[src/rtl/generador_de_tono.sv]
// generador_de_tono: square-wave buzzer driver; half-period computed by a sequential restoring divider
module generador_de_tono #(
   parameter int FREC_CLK   = 12000000,
   parameter int ANCHO_CONT = 24
) (
   input  logic       clk,
   input  logic       reset,
   input  logic [9:0] frecuencia,
   input  logic       habilitar,
   output logic       parlante,
   output logic       ocupado
);
   localparam int ANCHO_BIT = $clog2(ANCHO_CONT);
   localparam logic [ANCHO_CONT-1:0] DIVIDENDO = ANCHO_CONT'(FREC_CLK / 2);
   typedef enum logic [1:0] {SILENCIO, CALCULO, SONANDO} estado_t;
   estado_t                r_estado;
   logic [9:0]             r_frec_actual;
   logic [ANCHO_CONT-1:0]  r_medio_periodo;
   logic [ANCHO_CONT-1:0]  r_contador;
   logic [ANCHO_CONT-1:0]  r_cociente;
   logic [ANCHO_CONT:0]    r_resto;
   logic [ANCHO_BIT-1:0]   r_bit;
   logic                   r_parlante;
   logic                   r_ocupado;
   logic [ANCHO_CONT:0]    w_divisor;
   logic [ANCHO_CONT:0]    w_resto_desp;
   logic                   w_cabe;
   logic [ANCHO_CONT-1:0]  w_cociente_sig;
   logic                   w_iniciar;
   logic                   w_fin_medio;
   assign w_divisor      = (ANCHO_CONT+1)'(r_frec_actual);
   assign w_resto_desp   = {r_resto[ANCHO_CONT-1:0], DIVIDENDO[r_bit]};
   assign w_cabe         = w_resto_desp >= w_divisor;
   assign w_cociente_sig = {r_cociente[ANCHO_CONT-2:0], w_cabe};
   assign w_fin_medio    = r_contador == r_medio_periodo - ANCHO_CONT'(1);
   // a new division starts from silence on any nonzero pitch, or from a playing tone on a pitch change
   assign w_iniciar = (frecuencia != 10'd0) &&
                      ((r_estado == SILENCIO) || (r_estado == SONANDO && frecuencia != r_frec_actual));
   always_ff @(posedge clk) begin
      if (reset) begin
         r_estado        <= SILENCIO;
         r_frec_actual   <= '0;
         r_medio_periodo <= '0;
         r_contador      <= '0;
         r_cociente      <= '0;
         r_resto         <= '0;
         r_bit           <= '0;
         r_parlante      <= 1'b0;
         r_ocupado       <= 1'b0;
      end else if (w_iniciar) begin
         r_estado      <= CALCULO;
         r_frec_actual <= frecuencia;
         r_resto       <= '0;
         r_cociente    <= '0;
         r_bit         <= ANCHO_BIT'(ANCHO_CONT - 1);
         r_contador    <= '0;
         r_parlante    <= 1'b0;
         r_ocupado     <= 1'b1;
      end else begin
         case (r_estado)
            SILENCIO: begin
               r_contador <= '0;
               r_parlante <= 1'b0;
            end
            CALCULO: begin
               r_resto    <= w_cabe ? w_resto_desp - w_divisor : w_resto_desp;
               r_cociente <= w_cociente_sig;
               r_bit      <= r_bit - ANCHO_BIT'(1);
               if (r_bit == '0) begin
                  r_medio_periodo <= (w_cociente_sig == '0) ? ANCHO_CONT'(1) : w_cociente_sig;
                  r_ocupado       <= 1'b0;
                  r_estado        <= SONANDO;
               end
            end
            SONANDO: begin
               if (frecuencia == 10'd0) begin
                  r_estado      <= SILENCIO;
                  r_frec_actual <= '0;
                  r_contador    <= '0;
                  r_parlante    <= 1'b0;
               end else if (habilitar) begin
                  r_contador <= w_fin_medio ? '0 : r_contador + ANCHO_CONT'(1);
                  r_parlante <= w_fin_medio ? ~r_parlante : r_parlante;
               end else begin
                  r_contador <= '0;
                  r_parlante <= 1'b0;
               end
            end
            default: r_estado <= SILENCIO;
         endcase
      end
   end
   assign parlante = r_parlante;
   assign ocupado  = r_ocupado;
endmodule

[config.mk]
export PLATFORM = sky130hd
export DESIGN_NAME = generador_de_tono
export DESIGN_NICKNAME = d
export VERILOG_FILES = /design/src/rtl/generador_de_tono.sv
export SDC_FILE = /design/constraint.sdc
export NUM_CORES = 1
export LEC_CHECK = 0
export BUFFER_PORTS_ARGS = -buffer_cell sky130_fd_sc_hd__buf_4
export CAP_MARGIN = 15
export CORE_AREA = 8 8 112 114
export CTS_BUF_LIST = sky130_fd_sc_hd__clkbuf_8
export CTS_CLUSTER_SIZE = 16
export DETAILED_ROUTE_END_ITERATION = 12
export DIE_AREA = 0 0 120 122
export GPL_TIMING_DRIVEN = 0
export PLACE_DENSITY_LB_ADDON = 0.25
export SETUP_SLACK_MARGIN = 0.1
export SLEW_MARGIN = 15
export SYNTH_ARGS = -nofsm -noshare
export SYNTH_HDL_FRONTEND = slang
export SYNTH_SLANG_ARGS = --single-unit
[constraint.sdc]
create_clock -name clk -period 2.8 [get_ports clk]
set_input_delay 0.28 -clock clk [delete_from_list [all_inputs] [get_ports clk]]
set_output_delay 0.28 -clock clk [all_outputs]
set_load 0.02 [all_outputs]
Yosys cells after proc, flatten, opt, wreduce, memory -nomap -nowiden
Memory sizes are Yosys's and may differ from the RTL's.
Index checks and enable logic that the tools add are counted.
Storage, ports and cells
  input bits: 13
  output and inout bits: 2
  memory bits (read-only): 32
  register bits: 114
  memories kept: 1
Memories
  (no name shown): words 32, width 1, rd ports 1, clocked after Yosys merged registers in 0, wr ports 0, line 32  | assign w_resto_desp = {r_resto[ANCHO_CONT-1:0], DIVIDENDO[r_bit]};
Operators by class
  mux-type cells: 23
  bitwise logic cells: 3
  equality and inequality tests: 10
  add/subtract/negate cells: 4
  reductions and logical operators: 20
  order comparisons: 2
Operator list (count)
  24-bit two-way mux: 5
  24-bit one-hot mux with 2 select lines: 1
  10-bit two-way mux: 3
  25-bit by 10-bit greater-or-equal comparator with 1-bit output: 1
  24-bit by 1-bit adder with 24-bit output, second input constant: 1
  24-bit equality test: 1
  24-bit zero test: 1
  24-bit by 1-bit subtractor with 24-bit output, second input constant: 1
  24-bit by 10-bit subtractor with 24-bit output: 1
  10-bit zero test: 1
  5-bit two-way mux: 2
  10-bit != test: 1
  10-bit nonzero test: 1
  2-bit nonzero test: 5
  3-bit AND reduction: 3
  1-bit two-way mux: 8
  5-bit by 6-bit less-than comparator with 1-bit output, second input constant: 1
  2-bit one-hot mux with 3 select lines: 1
  2-bit AND reduction: 3
  5-bit zero test: 1
  5-bit by 1-bit subtractor with 5-bit output, second input constant: 1
  2-bit two-way mux: 2
  2-bit != test, second input constant: 2
  4-bit by 3-bit != test with 1-bit output, second input constant: 1
  other kinds (11): 14

Depth between registers and ports, before layout
  depth in word-level cells: 6
  mapped depth: 17

Worst setup path before layout
Ideal clock, no wire load.
  kind: flip-flop to flip-flop
  start point: register r_bit[2]
  end point: register r_resto[20]
  stages on the path, launching flop included: 17
  period minus slack after synthesis: 2.828 ns
  library setup time: 0.070 ns
  arrival: 2.758 ns
  slack: -0.028 ns
  path buffers: 1
  required time: 2.730 ns
  path through: dfxtp_1 clkbuf_1 mux2i_1 a21oi_1 nor2_1 a21oi_1 ha_1 fa_1 nor2b_1 o21ai_0 a21boi_0 o21ai_0 a21oi_1 a21oi_1 nand3_1 xor2_1 a21oi_1
On the way
  longest elaborated chain between the ends: 4
  elaborated cells on any way between the ends: 5
  classes of those cells: add/sub: 1; order compare: 1; mux: 2; memory: 1
Ends and longest elaborated chain
  start, declared: line 22  | logic [ANCHO_BIT-1:0] r_bit;
  start signal, assigned: line 55  | r_bit <= ANCHO_BIT'(ANCHO_CONT - 1);
  start signal, assigned: line 68  | r_bit <= r_bit - ANCHO_BIT'(1);
  memory read 32 x 1 bit (*)
  1-bit two-way mux (implied by the code) (*): line 32
  24-bit by 10-bit subtractor with 24-bit output or 25-bit by 10-bit greater-or-equal comparator with 1-bit output (tied branches): line 66, 33
  24-bit two-way mux (*): line 66  | r_resto <= w_cabe ? w_resto_desp - w_divisor : w_resto_desp;
  end signal, assigned: line 66
  end, declared: line 21  | logic [ANCHO_CONT:0] r_resto;
Mark *: on every way between the ends. The rest lies on a longest branch, timed or not. The select of a mux whose other input is x is not followed.
A chain may end at the register's enable or synchronous reset.

Worst setup path in the final report
  start point: register r_medio_periodo[1]
  end point: register r_contador[21]
On the way
  longest elaborated chain between the ends: 6
Ends and longest elaborated chain
  start, declared: line 18  | logic [ANCHO_CONT-1:0] r_medio_periodo;
  start signal, assigned: line 70  | r_medio_periodo <= (w_cociente_sig == '0) ? ANCHO_CONT'(1) : w_cociente_sig;
  24-bit by 1-bit subtractor with 24-bit output: line 35  | assign w_fin_medio = r_contador == r_medio_periodo - ANCHO_CONT'(1);
  24-bit equality test: line 35
  24-bit two-way mux: line 82  | r_contador <= w_fin_medio ? '0 : r_contador + ANCHO_CONT'(1);
  24-bit two-way mux: line 81  | end else if (habilitar) begin
  24-bit two-way mux: line 76  | if (frecuencia == 10'd0) begin
  24-bit one-hot mux with 2 select lines: line 60  | case (r_estado)
  end signal, assigned: line 82
  end, declared: line 19  | logic [ANCHO_CONT-1:0] r_contador;
Every way passes these cells.

==> results.txt <==
CTS tree -> built
Ys async rst share -> 0
Clock power share -> 0.325
TritonRoute pass-1 iters -> 5
Status -> finished with violations
Drt initial violations -> 479
Ranking of synthesized cells by area -> dfxtp_1 (37%), nand2_1 (7.8%), a21oi_1 (6.6%), xnor2_1 (5.8%), xor2_1 (5.5%)
Clock sink count -> 114
Core footprint -> 0.0107 mm²
CP Class -> flip-flop to flip-flop
GP Congestion -> 0.888
Cells after synthesis -> 785
GRT overflow -> 0
Final Hold Viols -> 0
Vias per cell -> 5.92
Switching power -> 1.39 mW
Top cell by count, worst path -> buf_6
Final ANT Viol Nets -> 0
Clk_lat worst skew -> 450 ps
Port buffer count -> 13
Antenna violations before repair -> 0
H-Tree Depth -> 4
Switching Share -> 0.309
Seq/Total Area, Yosys -> 0.368
CP arrival -> 3420 ps
Routed len/inst -> 17.0 µm
Worst Path Max Fanout -> 6
Worst-case clock buffer depth -> 2
Synth Area in Compound Gates -> 0.144
Final min period -> 3090 ps
Mux cell area share after synthesis -> 0.0242
Total wire length -> 17.1 mm
Failing checks -> negative setup slack
Area share of the largest cell type after synthesis -> 0.368
Final Max Tran Viols -> 0
Layout cell share with drive strength beyond 1 -> 0.215
Dpl ws -> -542 ps
Cts hold-fix bufs -> 0
Final HPWL DP -> 10.4 mm
Row count -> 38
Post-synthesis register bit count -> 114
Critical Path RT -> 3130 ps
Worst path bufs/invs -> 4
Unique masters post-synth -> 61
IO Pins -> 15
Worst path slowest cell -> or4_4
Adder-Cell Fraction of Synth Area -> 0.0355
Leakage Power -> 2.98 nW
Final instance area -> 0.00776 mm²
Yosys top cell by area -> dfxtp_1
DRC -> 0
Mapped Area -> 0.00620 mm²
Max-slew headroom -> 0.625
RSZ-0062 raised after global routing -> yes
Synth Area per Inst -> 7.90 µm²
Root Buffer -> clkbuf_8
Fmax achieved -> 324 MHz
Post-Synth Simple-Gate Area -> 0.273
First-pass GRT wire length -> 25.5 mm
Die Height -> 122 µm
Hold Path Class -> input port to flip-flop
Width of the die -> 120 µm
FILL cells -> 756
Synth warn -> 0
# Max-Cap Violations -> 0
Pwr Density -> 578 mW/mm²
CP top delay family -> simple AND/OR/NAND/NOR gates
Synthesized net count -> 815
Clock Skew -> 7.43 ps
Number of global-route vias before repair -> 5,514
Setup-failing EPs final -> 47
Nets -> 887
Largest net degree at the start of global routing -> 17
Crit. End Element -> flip-flop
GR Util All Layers -> 0.214
Internal -> 3.10 mW
IR drop worst, VDD -> 0.493 mV
Clk pin slew, worst setup/hold paths -> 70 ps
Ant diodes -> 0
Post-synth top flop -> dfxtp_1
Main combinational cell family by area after synthesis -> simple AND/OR/NAND/NOR gates
CP peak stage delay -> 530 ps
Slew @ Worst Pin -> 563 ps
Sequential share of power -> 0.382
Area grow syn2layout -> 25.1%
Cell Chain, Critical Path -> or4_4 > buf_6 > nor4bb_4 > buf_6 > nor3b_2 > o32ai_1 > o21ai_1 > nand4b_1 > and3_4 > o21bai_4 > buf_12 > clkbuf_16 > nor2_4
Nature of the critical path startpoint -> flip-flop
Gate power share -> 0.293
Die area -> 0.0146 mm²
Final worst path period share -> 1.10
Setup ws final -> -287 ps
Placed Area -> 0.00648 mm²
Starting density of the core -> 0.580
Number of enable flip-flop cells after synthesis -> 0
Num CTS Buffers -> 17
XOR/XNOR Fraction of Synth Area -> 0.113
Via count -> 5,953
power by group through the flow:
stage / logic (mW) / clock network [mW] / registers (mW)
floorplan: 0.626 / 0 / 1.73
global placement: 0.766 / 0 / 1.74
detailed placement: 0.786 / 0 / 1.74
CTS: 0.991 / 1.46 / 1.71
global route: 1.41 / 1.55 / 1.72
finish: 1.32 / 1.46 / 1.71
kinds of logic (layout without fill, tap and decap cells):
kind of cell,Yosys count,after routing
compound gates,154,154
xor+xnor,80,80
fa+ha+maj,17,17
buf+inv,64,145
flops,114,114
mux,15,15
simple gates,341,341
final cells by class:
cell class              count  area, µm²  share of cell area
inverters                  20       77.6             0.00999
multi-input cells         607       4150               0.535
flip-flops and latches    114       2300               0.296
repair buffers             54        462              0.0595
well taps                 140        175              0.0226
plain buffers              43        236              0.0305
clock buffers              20        275              0.0354
clock inverters             8       88.8              0.0114
metal layers:
| layer | GRT usage | up-vias | share of wire | wire length [µm] |
|---|---|---|---|---|
| li1 | - | 2862 | - | - |
| met1 | 0.233 | 2826 | 0.40 | 6840 |
| met2 | 0.388 | 195 | 0.51 | 8710 |
| met3 | 0.0486 | 70 | 0.048 | 817 |
| met4 | 0.104 | 0 | 0.043 | 731 |
| met5 | 0 | - | 0 | 0 |
through the flow:
stage                     power [mW]  instances   util  hold slack, ps  TNS [ps]
final                           4.49       1006  0.726             105     -8340
after global routing            4.68       1006  0.726            98.5    -14080
after CTS                       4.17        993  0.676            91.2     -6260
after detailed placement        2.53        938  0.606             472    -18670
after global placement          2.51        938  0.606             468    -14500
after floorplan                 2.36        785      -             428         0
synth_stat cells, types with 15 or more instances:
master    instances
xor2_1           39
nand3_1          16
nor3_1           18
xnor2_1          41
mux2i_1          15
a21oi_1          82
nor4_1           15
o21ai_0          29
ha_1             16
nor2_1           70
inv_1            20
nand2_1         129
clkbuf_1         36
dfxtp_1         114
placed cells by master (no fill, tap or decap), drive strengths merged, types with 5 or more instances in the layout:
cell / count
a21oi: 82
a22oi: 11
a31oi: 6
and2: 5
and3: 11
buf: 61
clkbuf: 56
clkinv: 5
dfxtp: 114
ha: 16
inv: 21
mux2i: 15
nand2: 129
nand2b: 5
nand3: 16
nand4: 12
nor2: 80
nor2b: 12
nor3: 18
nor3b: 6
nor4: 17
o21ai: 30
or4: 8
xnor2: 41
xor2: 39
worst paths after layout:
| kind | endpoint | from | cells past startpoint | slack (ps) |
|---|---|---|---|---|
| worst max-delay path | r_contador[21] | r_medio_periodo[1] | 13 | -290 |
| worst min-delay path | r_frec_actual[2] | frecuencia[2] | 3 | 110 |
| worst max register to register | r_contador[21] | r_medio_periodo[1] | 13 | -290 |
| worst min register to register | r_cociente[16] | r_cociente[15] | 2 | 490 |
worst register-to-register path, delay by kind of cell (launching register included):
family / cells / cell delay [ps]
buf+inv: 4 / 640
compound gates: 3 / 430
flops: 1 / 360
simple gates: 6 / 1550
what timing repair did:
action,4_1_cts,5_1_grt
setup buffers,28,16
cloned,1,2
hold endpoints to repair,0,0
endpoints found under the setup margin,51,51
gates resized for setup,49,94
pin swaps,26,58
flip-flops by register name, summed over array words and instances, names as in the netlist:
| name | flops |
|---|---|
| r_medio_periodo | 24 |
| r_estado | 2 |
| r_cociente | 23 |
| parlante | 1 |
| r_frec_actual | 10 |
| r_contador | 24 |
| r_bit | 5 |
| r_resto | 24 |
| ocupado | 1 |
Power figures use the tool's default switching activity.
